==> src/rtl/pipe_ctrl.sv <==
// ----------------------------------------------------------------------------
// pipe_ctrl -- run-state controller and hazard unit for a 5-stage 16-bit core.
//
// Purpose:
//   Holds the IDLE/RUN/HALT run state, detects load-use hazards between EX and
//   ID, turns taken branches into IF/ID + ID/EX flushes, and keeps two 16-bit
//   performance counters (RUN cycles, stall cycles).
//
// Ports:
//   clock        in   1   rising-edge clock
//   reset        in   1   asynchronous, active-low reset
//   enable       in   1   run permission; low returns the FSM to IDLE
//   start        in   1   pulse; IDLE -> RUN when enable is high
//   id_ir        in  16   instruction in ID  (opcode [15:11])
//   ex_ir        in  16   instruction in EX  (opcode [15:11])
//   wb_ir        in  16   instruction in WB  (opcode [15:11])
//   branch_taken in   1   taken branch/jump resolved in EX
//   step         in   1   single-step strobe (only with SINGLE_STEP_EN)
//   state        out  1   1 while in RUN
//   advance      out  1   PC and IF/ID may update this cycle
//   stall        out  1   hold PC and IF/ID, bubble into EX
//   flush        out  1   zero IF/ID and ID/EX instruction registers
//   halted       out  1   FSM is in HALT
//   cycle_cnt    out 16   RUN cycles since the last start (wraps)
//   stall_cnt    out 16   stall cycles since the last start (saturates)
//   dbg_state    out  2   raw FSM state (0 IDLE, 1 RUN, 2 HALT)
//
// Configuration:
//   SINGLE_STEP_EN  when defined, adds the step input; advance additionally
//                   requires step=1 and both counters only count step cycles.
//
// Pipeline contract: the fetch/decode stages move forward only on advance.
// stall and flush are combinational for the current cycle; flush wins over
// stall because the instruction that would have stalled is being discarded.
// ----------------------------------------------------------------------------
module pipe_ctrl (
  input  logic        clock,
  input  logic        reset,
  input  logic        enable,
  input  logic        start,
  input  logic [15:0] id_ir,
  input  logic [15:0] ex_ir,
  input  logic [15:0] wb_ir,
  input  logic        branch_taken,
`ifdef SINGLE_STEP_EN
  input  logic        step,
`endif
  output logic        state,
  output logic        advance,
  output logic        stall,
  output logic        flush,
  output logic        halted,
  output logic [15:0] cycle_cnt,
  output logic [15:0] stall_cnt,
  output logic [1:0]  dbg_state
);

  // Opcode map of the core's ISA.
  localparam logic [4:0] OP_HALT  = 5'b00001;
  localparam logic [4:0] OP_LOAD  = 5'b00010;
  localparam logic [4:0] OP_STORE = 5'b00011;
  localparam logic [4:0] OP_SLL   = 5'b00100;
  localparam logic [4:0] OP_SLA   = 5'b00101;
  localparam logic [4:0] OP_SRL   = 5'b00110;
  localparam logic [4:0] OP_SRA   = 5'b00111;
  localparam logic [4:0] OP_ADD   = 5'b01000;
  localparam logic [4:0] OP_ADDI  = 5'b01001;
  localparam logic [4:0] OP_SUB   = 5'b01010;
  localparam logic [4:0] OP_SUBI  = 5'b01011;
  localparam logic [4:0] OP_CMP   = 5'b01100;
  localparam logic [4:0] OP_AND   = 5'b01101;
  localparam logic [4:0] OP_OR    = 5'b01110;
  localparam logic [4:0] OP_XOR   = 5'b01111;
  localparam logic [4:0] OP_LDIH  = 5'b10000;
  localparam logic [4:0] OP_ADDC  = 5'b10001;
  localparam logic [4:0] OP_SUBC  = 5'b10010;
  localparam logic [4:0] OP_JMPR  = 5'b11001;
  localparam logic [4:0] OP_BZ    = 5'b11010;
  localparam logic [4:0] OP_BNZ   = 5'b11011;
  localparam logic [4:0] OP_BN    = 5'b11100;
  localparam logic [4:0] OP_BNN   = 5'b11101;
  localparam logic [4:0] OP_BC    = 5'b11110;
  localparam logic [4:0] OP_BNC   = 5'b11111;

  typedef enum logic [1:0] {
    ST_IDLE = 2'd0,
    ST_RUN  = 2'd1,
    ST_HALT = 2'd2
  } fsm_t;

  fsm_t        state_q, state_d;
  logic [15:0] cycle_cnt_q, cycle_cnt_d;
  logic [15:0] stall_cnt_q, stall_cnt_d;

  logic [4:0] id_op, ex_op, wb_op;
  logic       use_a, use_b, use_c;   // ID reads [10:8], [6:4], [2:0]
  logic       hazard;
  logic       in_run;
  logic       cnt_en;
  logic       start_run;

  assign id_op = id_ir[15:11];
  assign ex_op = ex_ir[15:11];
  assign wb_op = wb_ir[15:11];

  // Fields not consumed by this block.
  logic unused_bits;
  assign unused_bits = ^{wb_ir[10:0], ex_ir[7:0], id_ir[7], id_ir[3]};

`ifdef SINGLE_STEP_EN
  assign cnt_en = step;
`else
  assign cnt_en = 1'b1;
`endif

  // Which register fields the ID instruction actually reads. A field that is
  // a destination or an immediate must not raise a hazard.
  always_comb begin
    use_a = 1'b0;
    use_b = 1'b0;
    use_c = 1'b0;
    unique case (id_op)
      OP_BZ, OP_BNZ, OP_BN, OP_BNN, OP_BC, OP_BNC,
      OP_JMPR, OP_ADDI, OP_SUBI, OP_LDIH:          use_a = 1'b1;
      OP_STORE:                                    begin use_a = 1'b1; use_b = 1'b1; end
      OP_LOAD, OP_SLL, OP_SRL, OP_SLA, OP_SRA:     use_b = 1'b1;
      OP_ADD, OP_ADDC, OP_SUB, OP_SUBC,
      OP_CMP, OP_AND, OP_OR, OP_XOR:               begin use_b = 1'b1; use_c = 1'b1; end
      default: ;
    endcase
  end

  assign hazard = (ex_op == OP_LOAD) &&
                  ((use_a && (ex_ir[10:8] == id_ir[10:8])) ||
                   (use_b && (ex_ir[10:8] == id_ir[6:4]))  ||
                   (use_c && (ex_ir[10:8] == id_ir[2:0])));

  assign in_run  = (state_q == ST_RUN);
  assign flush   = in_run && branch_taken;
  assign stall   = in_run && hazard && !branch_taken;
`ifdef SINGLE_STEP_EN
  assign advance = in_run && !stall && step;
`else
  assign advance = in_run && !stall;
`endif
  assign state     = in_run;
  assign halted    = (state_q == ST_HALT);
  assign cycle_cnt = cycle_cnt_q;
  assign stall_cnt = stall_cnt_q;
  assign dbg_state = state_q;

  // Next-state logic. Dropping enable beats HALT detection.
  always_comb begin
    state_d = state_q;
    unique case (state_q)
      ST_IDLE: if (start && enable) state_d = ST_RUN;
      ST_RUN: begin
        if (!enable)                state_d = ST_IDLE;
        else if (wb_op == OP_HALT)  state_d = ST_HALT;
      end
      ST_HALT: if (!enable)         state_d = ST_IDLE;
      default:                      state_d = ST_IDLE;
    endcase
  end

  assign start_run = (state_q == ST_IDLE) && (state_d == ST_RUN);

  // Counters restart on each launch so they describe the current run only.
  always_comb begin
    cycle_cnt_d = cycle_cnt_q;
    stall_cnt_d = stall_cnt_q;
    if (start_run) begin
      cycle_cnt_d = 16'd0;
      stall_cnt_d = 16'd0;
    end else begin
      if (in_run && cnt_en)
        cycle_cnt_d = cycle_cnt_q + 16'd1;
      if (stall && cnt_en && (stall_cnt_q != 16'hFFFF))
        stall_cnt_d = stall_cnt_q + 16'd1;
    end
  end

  always_ff @(posedge clock or negedge reset) begin
    if (!reset) begin
      state_q     <= ST_IDLE;
      cycle_cnt_q <= 16'd0;
      stall_cnt_q <= 16'd0;
    end else begin
      state_q     <= state_d;
      cycle_cnt_q <= cycle_cnt_d;
      stall_cnt_q <= stall_cnt_d;
    end
  end

endmodule

==> config.mk <==
export PLATFORM = sky130hd
export DESIGN_NAME = pipe_ctrl
export DESIGN_NICKNAME = d
export VERILOG_FILES = /design/src/rtl/pipe_ctrl.sv
export SDC_FILE = /design/constraint.sdc
export NUM_CORES = 1
export LEC_CHECK = 0
export BUFFER_PORTS_ARGS = -buffer_cell sky130_fd_sc_hd__buf_2
export CAP_MARGIN = 20
export CORE_MARGIN = 2
export CORE_UTILIZATION = 45
export CTS_CLUSTER_SIZE = 28
export DETAILED_ROUTE_END_ITERATION = 10
export PLACE_DENSITY = 0.8
export SYNTH_ARGS = -nofsm -noshare
export SYNTH_HDL_FRONTEND = slang
export SYNTH_SLANG_ARGS = --single-unit
==> constraint.sdc <==
create_clock -name clock -period 3.05 [get_ports clock]
set_input_delay 0.305 -clock clock [delete_from_list [all_inputs] [get_ports clock]]
set_output_delay 0.305 -clock clock [all_outputs]
set_load 0.05 [all_outputs]
# Word-level counts from Yosys, hierarchy flattened
# Cells that the tools add are included.
# word_totals
regBits	34
inputBits	53
out_inout_bits	39
elab_cells	71
# op_classes
add_sub_neg	2
eq_ne	33
n_mux	12
reduce_logical	21
# ops
cell	count
$mux 16	4
$eq 5x5->1 const B	10
$eq 5x4->1 const B	8
$add 16x1->16 const B	2
$eq 5x3->1 const B	4
$ne 16x16->1 const B	1
$eq 5x2->1 const B	3
$reduce_or 14->1	1
$logic_and 1x1->1	11
$reduce_or 11->1	1
$eq 3x3->1	3
$mux 2	4
$reduce_or 8->1	1
$pmux 2 s3	1
$eq 5x1->1 const B	1
$eq 2x1->1 const B	2
$reduce_bool 2->1	2
$mux 1	3
$eq 2x2->1 const B	1
$logic_not 1->1	2
$logic_not 2->1	1
$logic_or 1x1->1	2

# Longest topological paths before layout
# Gate-level depths: netlist (run 1).
# depth
depth_word	12
mapped_depth	9

# Worst setup path after synthesis (run 1)
# Ideal clock, no wire load.
# synth_timing
kind	flip-flop to flip-flop
from	reg stall_cnt_q[0], in the netlist stall_cnt[0]
to	reg stall_cnt_q[11], in the netlist stall_cnt[11]
setup_ns	0.119
arrival_ns	2.669
required_time_ns	2.931
slack_ns	0.262
stages_incl_launch_ff	10
path_buffers	2
period_less_slack_ns	2.788
path_cell_list	dfrtp_1 > ha_1 > nand3_2 > or3_1 > buf_2 > or4_1 > buf_2 > and3_1 > o21ai_1 > a21bo_2
# synth_between
elab_chain_cells	3
word_cells_on_any_way	6
cone_classes	add/sub (1); eq/ne (1); mux (2); reduce/logical (2)
# synth_rtl
element	line	text
from (decl)	93	logic [15:0] stall_cnt_q, stall_cnt_d;
from (signal assigned)	191	stall_cnt_q <= stall_cnt_d;
$add 16x1->16 or $ne 16x16->1 (tied branches)	179, 178	
$mux 16 or $logic_and 1x1->1 (tied branches)	178	if (stall && cnt_en && (stall_cnt_q != 16'hFFFF))
$mux 16 or $reduce_bool 2->1 (tied branches)	-	
# Several ways; a longest one is shown, not always the timed one. The select of a mux whose other input is x is not followed.
# A chain may end at the register's enable or synchronous reset.

# Worst setup path after layout (run 1)
# layout_timing
from	reg stall_cnt_q[1], in the netlist stall_cnt[1]
to	reg stall_cnt_q[11], in the netlist stall_cnt[11]
# The elaborated chain is that of the path after synthesis.

==> impl_metrics.json, run 1 <==
{
  "yosys.area_share.adder_pct": 1.179,
  "yosys.area_share.simple_pct": 30.35,
  "io_pins": 92,
  "syn_area_mm2": 0.002123,
  "cts_tree": "built",
  "synth_flop_cell": "dfrtp_1",
  "postCtsResizedCells": 0,
  "fin_util_pct": 59.32,
  "n_fill_cell": 376,
  "max_slew_margin_pct": 49.23,
  "grt_overflow": 0,
  "crit_family": "simple AND/OR/NAND/NOR gates",
  "instances_no_fill": 371,
  "end_kind": "register",
  "syn_area_per_cell_um2": 8.738,
  "grt_pass1_wl_um": 8776,
  "dp_hpwl_um": 3866,
  "power_frac_seq_pct": 47.2,
  "worstSetupPathType": "reg -> reg",
  "p_sw_share_pct": 31.81,
  "die_x_um": 72.69,
  "cts.htree.levels": 2,
  "slew_viol_final": 0,
  "synth_top_family_by_area": "simple AND/OR/NAND/NOR gates",
  "synth_nets": 298,
  "intPower_w": 0.0007133,
  "cts.path.max_buffers": 2,
  "rsz0062_at_grt": "false",
  "path_cells": "ha_1, nand3_2, or3_1, or4_1, and3_1, o21ai_1, a21bo_2",
  "power_frac_clock_pct": 32.8,
  "start_util_pct": 47.78,
  "cts_buffers": 5,
  "cp_slowest_cell": "or4_1",
  "cp.required_ns": 3.23,
  "drt_pass1_iterations": 4,
  "cts_num_sinks": 34,
  "drc": 0,
  "cts_hold_buf": 0,
  "core_mm2": 0.004444,
  "syn_inst": 243,
  "grt_max_degree": 35,
  "die_h_um": 72.69,
  "synth-async-reset-ratio_pct": 100.0,
  "cts-root-buf": "clkbuf_8",
  "post_cts_buffers": 0,
  "drtAntennaViolNets": 0,
  "fmax_ghz": 0.3899,
  "cp.arrival_ns": 2.75,
  "worst-r2r-setup-slack_ns": 0.48,
  "num_rows": 24,
  "yosys_warnings": 0,
  "vias_per_cell": 5.844,
  "clkTransAtPathRegs_ns": 0.07,
  "synth_top_cell_by_area": "dfrtp_1",
  "grt_pass1_vias": 2018,
  "clk_latency_ns": 0.29,
  "drt_iter0_drc": 109,
  "setup-tns-final_ns": 0,
  "yosysSeqAreaShare_pct": 40.07,
  "finalHoldViolCount": 0,
  "wl_um": 5192,
  "synth_mux_area_share_pct": 1.945,
  "cp-start-kind": "register",
  "fin_crit_sh_pct": 84.10,
  "p_sw_w": 0.0003328,
  "cellPowerDensity_mw_per_mm2": 396.8,
  "die_area_mm2": 0.005284,
  "synth_compound_area_share_pct": 19.98,
  "place_congestion": 0.8118,
  "finalSetupViolations": 0,
  "nets": 373,
  "cap_violations": 0,
  "hp-class": "in -> async",
  "worstPathMaxFanout": 7,
  "p_leak_nw": 1.338,
  "dp_cells": 363,
  "min_period_ns": 2.565,
  "diodes": 0,
  "wl_per_cell_um": 13.99,
  "seq_area_um2": 850.8,
  "grtUsageTotal_pct": 21.01,
  "status": "finished, final reports clean",
  "yosys-top-cells-count": "dfrtp_1, o21ai_0, nand2_1",
  "yosysTopAreaCellShare_pct": 40.07,
  "p_comb_share_pct": 20.0,
  "io_buffers": 70,
  "synth_cell_types": 54,
  "multi_input_area_mm2": 0.001222,
  "synth.most_common_cell": "dfrtp_1",
  "vdd_drop_max_v": 0.0003209,
  "drive_gt1_share_pct": 29.47,
  "yosys_register_bits": 34,
  "vias": 2168,
  "whs_ns": 0.08532,
  "synth-edff-count": 0,
  "area_growth_pct": 24.16,
  "tightest_slew_ns": 0.7615,
  "synth-xor-area-share_pct": 4.125,
  "cp.buffers_inverters": 0,
  "synth_area_leaders": "dfrtp_1, o21ai_0, nand2_1",
  "antenna_found_initial": 0,
  "max_stage_delay_ns": 0.71,
  "skew_ns": 0.003395
}
[area by class of cell]
type	instances	share of cell area, %
clock buffers	7	3.275
multi-input cells	198	46.37
inverters	3	0.4271
flip-flops and latches	34	32.27
clock inverters	1	0.1898
well taps	52	2.468
repair buffers	76	15.00
[worst register-to-register path: stages (launching register included)]
cell,delay (ns)
dfrtp_1,0.39
ha_1,0.22
nand3_2,0.12
or3_1,0.47
or4_1,0.71
and3_1,0.23
o21ai_1,0.09
a21bo_2,0.22
[power groups by stage]
stage | Clock (W) | Combinational [W] | Sequential, W
6_report | 0.000343 | 0.000209 | 0.000494
5_1_grt | 0.000372 | 0.000229 | 0.000497
4_1_cts | 0.000355 | 0.000211 | 0.000493
3_5_place_dp | 0 | 0.000210 | 0.000502
3_3_place_gp | 0 | 0.000206 | 0.000500
2_1_floorplan | 0 | 0.0000744 | 0.000557
[per-layer routing]
layer	GRT usage, %	vias to the layer above	wire length [um]
met4	8.642	0	102
met5	0	-	0
met1	26.77	1023	2326
met3	4.972	14	323
met2	34.34	78	2440
li1	-	1053	-
[state kept, by name, indices dropped and copies added, names as in the netlist]
register,cells
stall_cnt,16
dbg_state,2
cycle_cnt,16
[worst paths after layout]
check | from | end | depth (start not counted)
setup / recovery | stall_cnt[1] | stall_cnt[11] | 7
hold / removal | reset | stall_cnt[12] | 1
setup reg to reg | stall_cnt[1] | stall_cnt[11] | 7
hold reg to reg | cycle_cnt[15] | cycle_cnt[15] | 1
max in group asynchronous | reset | cycle_cnt[14] | 1
min in group clock | enable | dbg_state[1] | 2
[cells by family (layout without fill, tap and decap cells)]
kind of cell | Yosys count | in the layout
compound gates | 65 | 65
xor+xnor | 10 | 10
simple gates | 117 | 117
flops | 34 | 34
fa+ha+maj | 2 | 2
mux | 4 | 4
buf+inv | 11 | 87
[placed cells by master (no fill, tap or decap), types with 7 or more instances in the layout]
| cell | instances |
|---|---|
| a21oi_1 | 12 |
| and3_1 | 8 |
| buf_2 | 70 |
| dfrtp_1 | 34 |
| nand2_1 | 23 |
| nand3_1 | 15 |
| nor2_1 | 20 |
| nor3_1 | 9 |
| o21ai_0 | 25 |
| xor2_1 | 7 |
[metrics by stage]
| stage | instance area (um2) | setup WS [ns] | total power (W) |
|---|---|---|---|
| 2_1_floorplan | 2123 | 0.2622 | 0.0006312 |
| 3_3_place_gp | 2545 | 0.5158 | 0.0007065 |
| 3_5_place_dp | 2545 | 0.4957 | 0.0007118 |
| 4_1_cts | 2636 | 0.4822 | 0.001059 |
| 5_1_grt | 2636 | 0.3014 | 0.001097 |
| 6_report | 2636 | 0.4849 | 0.001046 |
(Power assumes the default switching activity.)
==> inputs of run 2 (changes only) <==
Settings changed: CORE_UTILIZATION 45 to 43.
Clock period 3.05 ns to 2.1 ns, I/O delays scaled along.
==> run 2 against run 1 <==
  * The flow now finishes with violations (hold timing)
  * Design area grew 8.6%
  * Power grew 43%
  * Combinational power grew 50%
  * Sequential power grew 45%
  * Critical path depth grew 1
  * Die area grew 4.4%
  * Sequential cell count is the same
  * Core utilization grew 0.92 points
  * Register-to-register slack lost 0.43 ns
  * Clock power grew 36%
  * Largest power group unchanged
  * Via count grew 2.9%
  * Largest cell class unchanged
  * First-iteration DRC count grew 19%
==> impl_metrics.json, run 2 (synthesis gave the netlist of run 1 again) <==
{
  "status": "complete, but fails checks",
  "violations": "hold timing",
  "cp.arrival_ns": 1.86,
  "die_area_mm2": 0.005516,
  "cap_violations": 0,
  "wl_met3_um": 343,
  "final_common_cell": "buf_2",
  "vdd_drop_max_v": 0.0003868,
  "grt_pass1_vias": 2103,
  "io_pins": 92,
  "instances_no_fill": 407,
  "vias": 2231,
  "fin_crit_sh_pct": 98.80,
  "drt_iter0_drc": 130,
  "power_frac_clock_pct": 31.2,
  "drc": 0,
  "skew_ns": 0.006364,
  "path_cells": "buf_2, or4b_1, o21ai_0, o2111ai_1, a31oi_2, buf_6, nor2_2, buf_2",
  "fmax_ghz": 0.4820,
  "core_mm2": 0.004755,
  "place_congestion": 0.8317,
  "crit_family": "compound AO/OA/AOI/OAI gates",
  "grt_overflow": 0,
  "grt_max_degree": 35,
  "p_sw_w": 0.0004824,
  "power_frac_seq_pct": 47.9,
  "max_stage_delay_ns": 0.51,
  "rsz0062_at_grt": "true",
  "p_sw_share_pct": 32.24,
  "max_slew_margin_pct": 49.70,
  "hp-class": "in -> async",
  "nets": 394,
  "io_buffers": 70,
  "start_util_pct": 44.66,
  "p_leak_nw": 1.422,
  "end_kind": "output pin",
  "dp_hpwl_um": 4146,
  "p_comb_share_pct": 20.9,
  "n_fill_cell": 441,
  "routed.top_layer": "met4",
  "cts_tree": "built",
  "grt_pass1_wl_um": 9156,
  "cts.path.max_buffers": 2,
  "crit_top_cell": "buf_2",
  "tightest_slew_ns": 0.7545,
  "cp_slowest_cell": "or4b_1",
  "cts_hold_buf": 0,
  "cts_num_sinks": 34,
  "wl_per_cell_um": 13.70,
  "drive_gt1_share_pct": 37.65,
  "cp.buffers_inverters": 3,
  "vias_per_cell": 5.482,
  "antenna_found_initial": 0,
  "final_cell_mix": "buf_2, buf_4, dfrtp_1",
  "wl_met1_um": 2348,
  "routed-wl-met2_um": 2816,
  "cp-start-kind": "primary input",
  "whs_ns": -0.008806,
  "cts.htree.levels": 2,
  "clkTransAtPathRegs_ns": 0.06,
  "cts-root-buf": "clkbuf_8",
  "intPower_w": 0.001014,
  "finalSetupViolations": 0,
  "slew_viol_final": 0,
  "cp.required_ns": 1.89,
  "die_h_um": 74.27,
  "min_period_ns": 2.075,
  "diodes": 0,
  "num_rows": 25,
  "area_growth_pct": 34.89,
  "wl_um": 5577,
  "cts_buffers": 5,
  "drt_pass1_iterations": 4,
  "worstPathMaxFanout": 16,
  "clk_latency_ns": 0.29,
  "die_x_um": 74.27,
  "drtAntennaViolNets": 0,
  "grtUsageTotal_pct": 21.50,
  "dp_cells": 397,
  "fin_util_pct": 60.24,
  "finalHoldViolCount": 15,
  "cellPowerDensity_mw_per_mm2": 522.5,
  "worstSetupPathType": "in -> out"
}
-- run 2: cell count changes in the layout (fill, tap and decap cells not counted), sizes merged --
cell,change
buf,+21
clkbuf,+1
clkinv,-1
-- run 2: area by class of cell --
type / instances / area (um2) / area share [%]
Timing Repair Buffer: 97 / 559.3 / 19.53
Tap cell: 67 / 83.83 / 2.927
Clock buffer: 8 / 80.08 / 2.796
Multi-Input combinational cell: 198 / 1269 / 44.30
Sequential cell: 34 / 860.8 / 30.06
Inverter: 3 / 11.26 / 0.3932
-- run 2: per-stage QoR --
stage / hold slack (ns) / setup WS, ns / power (W) / TNS [ns] / cell area [um2]
after floorplan: -0.08559 / -0.2906 / 0.0009201 / -2.420 / 2170
after global placement: 0.3287 / -0.04527 / 0.001032 / -0.1502 / 2739
after detailed placement: 0.3388 / -0.06117 / 0.001044 / -0.3625 / 2739
after CTS: 0.02589 / 0.01843 / 0.001510 / 0 / 2829
after global routing: 0.06420 / -0.06291 / 0.001574 / -0.1197 / 2864
final: -0.008806 / 0.02515 / 0.001496 / 0 / 2864
-- run 2: routing by layer --
metal  GRT usage [%]  vias up
met3           5.691        5
met4           6.944        0
li1                -     1092
met1           25.23     1064
met2           38.29       70
met5               0        -
-- run 2: worst paths after layout --
kind	startpoint	to	slack, ns	depth (start not counted)
setup / recovery	id_ir[11]	advance	0.03	8
hold / removal	reset	stall_cnt[11]	-0.009	1
setup reg to reg	stall_cnt[1]	stall_cnt[11]	0.05	7
hold reg to reg	cycle_cnt[15]	cycle_cnt[15]	0.50	1
max in group asynchronous	reset	cycle_cnt[3]	1.58	1
min in group clock	enable	dbg_state[1]	0.18	2
-- run 2: repair_timing --
item                       4_1_cts  5_1_grt
buffers inserted                 0        2
setup endpoints to repair        9        7
resized for setup                3        4
pin swaps                        0        1
-- run 2: worst reg2reg max path, stage by stage, from the launching register on --
cell     delay [ns]
dfrtp_2        0.39
ha_4           0.15
nand3_4        0.07
or3_4          0.34
or4_4          0.49
and3_4         0.19
o21ai_1        0.09
a21bo_2        0.22
-- run 2: power by group through the flow --
stage	clock network, W	registers, W	logic [W]
finish	0.000467	0.000717	0.000313
global route	0.000505	0.000725	0.000344
CTS	0.000478	0.000717	0.000315
detailed placement	0	0.000730	0.000314
global placement	0	0.000728	0.000304
floorplan	0	0.000810	0.000110
==> inputs of run 3 (changes only) <==
Settings changed: CORE_ASPECT_RATIO from default to 1.2.
==> run 3 against run 2 <==
  * The flow finishes with violations (hold timing, setup timing)
  * Via count rose by 0.18%
  * Setup slack got worse by 0.029 ns
  * Power rose by 0.90%
  * First-iteration DRC count fell by 20%
  * Core utilization rose by 0.37 points
  * Clock power rose by 0.9%
  * Register-to-register slack got worse by 0.05 ns
  * Worst hold slack improved by 0.0018 ns
  * Design area rose by 2.3%
  * Sequential cell count did not move
==> impl_metrics.json, run 3 (synthesis gave the netlist of run 1 again) <==
{
  "n_fill_cell": 446,
  "end_kind": "register",
  "fmax_ghz": 0.4753,
  "hp-class": "in -> async",
  "wl_per_cell_um": 13.56,
  "cp.required_ns": 2.28,
  "cellPowerDensity_mw_per_mm2": 515.3,
  "p_sw_share_pct": 32.92,
  "drc": 0,
  "vdd_drop_max_v": 0.0004335,
  "p_comb_share_pct": 21.0,
  "power_frac_clock_pct": 31.2,
  "setup-tns-final_ns": -0.003958,
  "antenna_found_initial": 0,
  "cts.htree.levels": 2,
  "grt_max_degree": 35,
  "cts_num_sinks": 34,
  "num_rows": 28,
  "final_common_cell": "buf_2",
  "io_pins": 92,
  "rsz0062_at_grt": "true",
  "io_buffers": 70,
  "finalSetupViolations": 1,
  "max_slew_margin_pct": 48.96,
  "fin_total_pwr_w": 0.001510,
  "core_mm2": 0.004835,
  "min_period_ns": 2.104,
  "die_area_mm2": 0.005518,
  "cts.path.max_buffers": 2,
  "start_util_pct": 43.92,
  "grtUsageTotal_pct": 20.41,
  "area_growth_pct": 38.01,
  "drt_iter0_drc": 104,
  "place_ws_ns": -0.1793,
  "dp_hpwl_um": 4122,
  "cp-start-kind": "register",
  "intPower_w": 0.001013,
  "place_congestion": 0.8030,
  "p_sw_w": 0.0004971,
  "drive_gt1_share_pct": 39.19,
  "vias_per_cell": 5.491,
  "cts-root-buf": "clkbuf_8",
  "clk_latency_ns": 0.29,
  "die_x_um": 68.15,
  "nets": 401,
  "wl_um": 5520,
  "skew_ns": 0.01182,
  "grt_overflow": 0,
  "tightest_slew_ns": 0.7656,
  "drt_pass1_iterations": 4,
  "grt_pass1_wl_um": 8707,
  "slew_viol_final": 0,
  "finalHoldViolCount": 21,
  "fin_crit_sh_pct": 100.2,
  "cap_violations": 0,
  "status": "complete, but fails checks",
  "grt_pass1_vias": 2027,
  "cts_buffers": 5,
  "worstPathMaxFanout": 7,
  "design_area_mm2": 0.002930,
  "vias": 2235,
  "drtAntennaViolNets": 0,
  "p_leak_nw": 1.477,
  "violations": "hold timing, setup timing",
  "diodes": 0,
  "clkTransAtPathRegs_ns": 0.08,
  "cts_tree": "built",
  "cp.arrival_ns": 2.28,
  "final_cell_mix": "buf_2, buf_4, dfrtp_1",
  "worstSetupPathType": "reg -> reg",
  "dpl_cell_area_mm2": 0.002770,
  "die_h_um": 80.98,
  "fin_ws_ns": -0.003958,
  "whs_ns": -0.006995,
  "power_frac_seq_pct": 47.8
}
run 3: final cells by class:
class                           count  area, um2  area share [%]
Clock buffer                        6      72.57           2.477
Clock inverter                      2      10.01          0.3416
Inverter                            3      11.26          0.3843
Multi-Input combinational cell    198       1264           43.13
Sequential cell                    34      860.8           29.38
Tap cell                           60      75.07           2.562
Timing Repair Buffer              104      636.9           21.73
run 3: critical path, cell delays in order, from the launching register on:
cell,delay (ns)
dfrtp_2,0.39
ha_4,0.15
nand3_4,0.08
or3_4,0.37
or4_4,0.49
and3_1,0.19
o21ai_1,0.10
a21bo_2,0.22
run 3: per-stage QoR:
step / hold slack [ns] / utilization (%) / std cells
floorplan: -0.08559 / - / 243
global placement: 0.3240 / 57.30 / 392
detailed placement: 0.3336 / 57.30 / 392
CTS: 0.02053 / 59.32 / 400
global route: 0.05608 / 60.61 / 407
finish: -0.006995 / 60.61 / 407
run 3: final timing paths:
kind	startpoint	to	slack, ns	cells after the start
min in group clock	enable	dbg_state[1]	0.19	2
setup reg to reg	stall_cnt[1]	stall_cnt[11]	-0.004	7
hold / removal	reset	cycle_cnt[6]	-0.007	1
max in group asynchronous	reset	dbg_state[0]	1.57	1
hold reg to reg	cycle_cnt[15]	cycle_cnt[15]	0.49	1
setup / recovery	stall_cnt[1]	stall_cnt[11]	-0.004	7
run 3: power by group through the flow:
stage               sequential [W]  clock (W)  combinational [W]
floorplan                 0.000810          0           0.000110
global placement          0.000732          0           0.000311
detailed placement        0.000731          0           0.000321
CTS                       0.000720   0.000487           0.000322
global route              0.000726   0.000515           0.000343
finish                    0.000721   0.000471           0.000317
run 3: timing repair:
action | 4_1_cts | 5_1_grt
gates cloned | 0 | 0
endpoints found under the setup margin | 13 | 10
hold endpoints to repair | 0 | 0
setup buffers | 0 | 7
resized for setup | 4 | 3
pin swaps | 0 | 2
hold buffers | 0 | 0
run 3: routing by layer:
metal | up-vias | GRT usage [%] | routed length (um)
li1 | 1103 | - | -
met1 | 1067 | 24.10 | 2298
met3 | 6 | 4.848 | 280
met5 | - | 0 | 0
met4 | 0 | 5.200 | 48
met2 | 59 | 36.50 | 2893
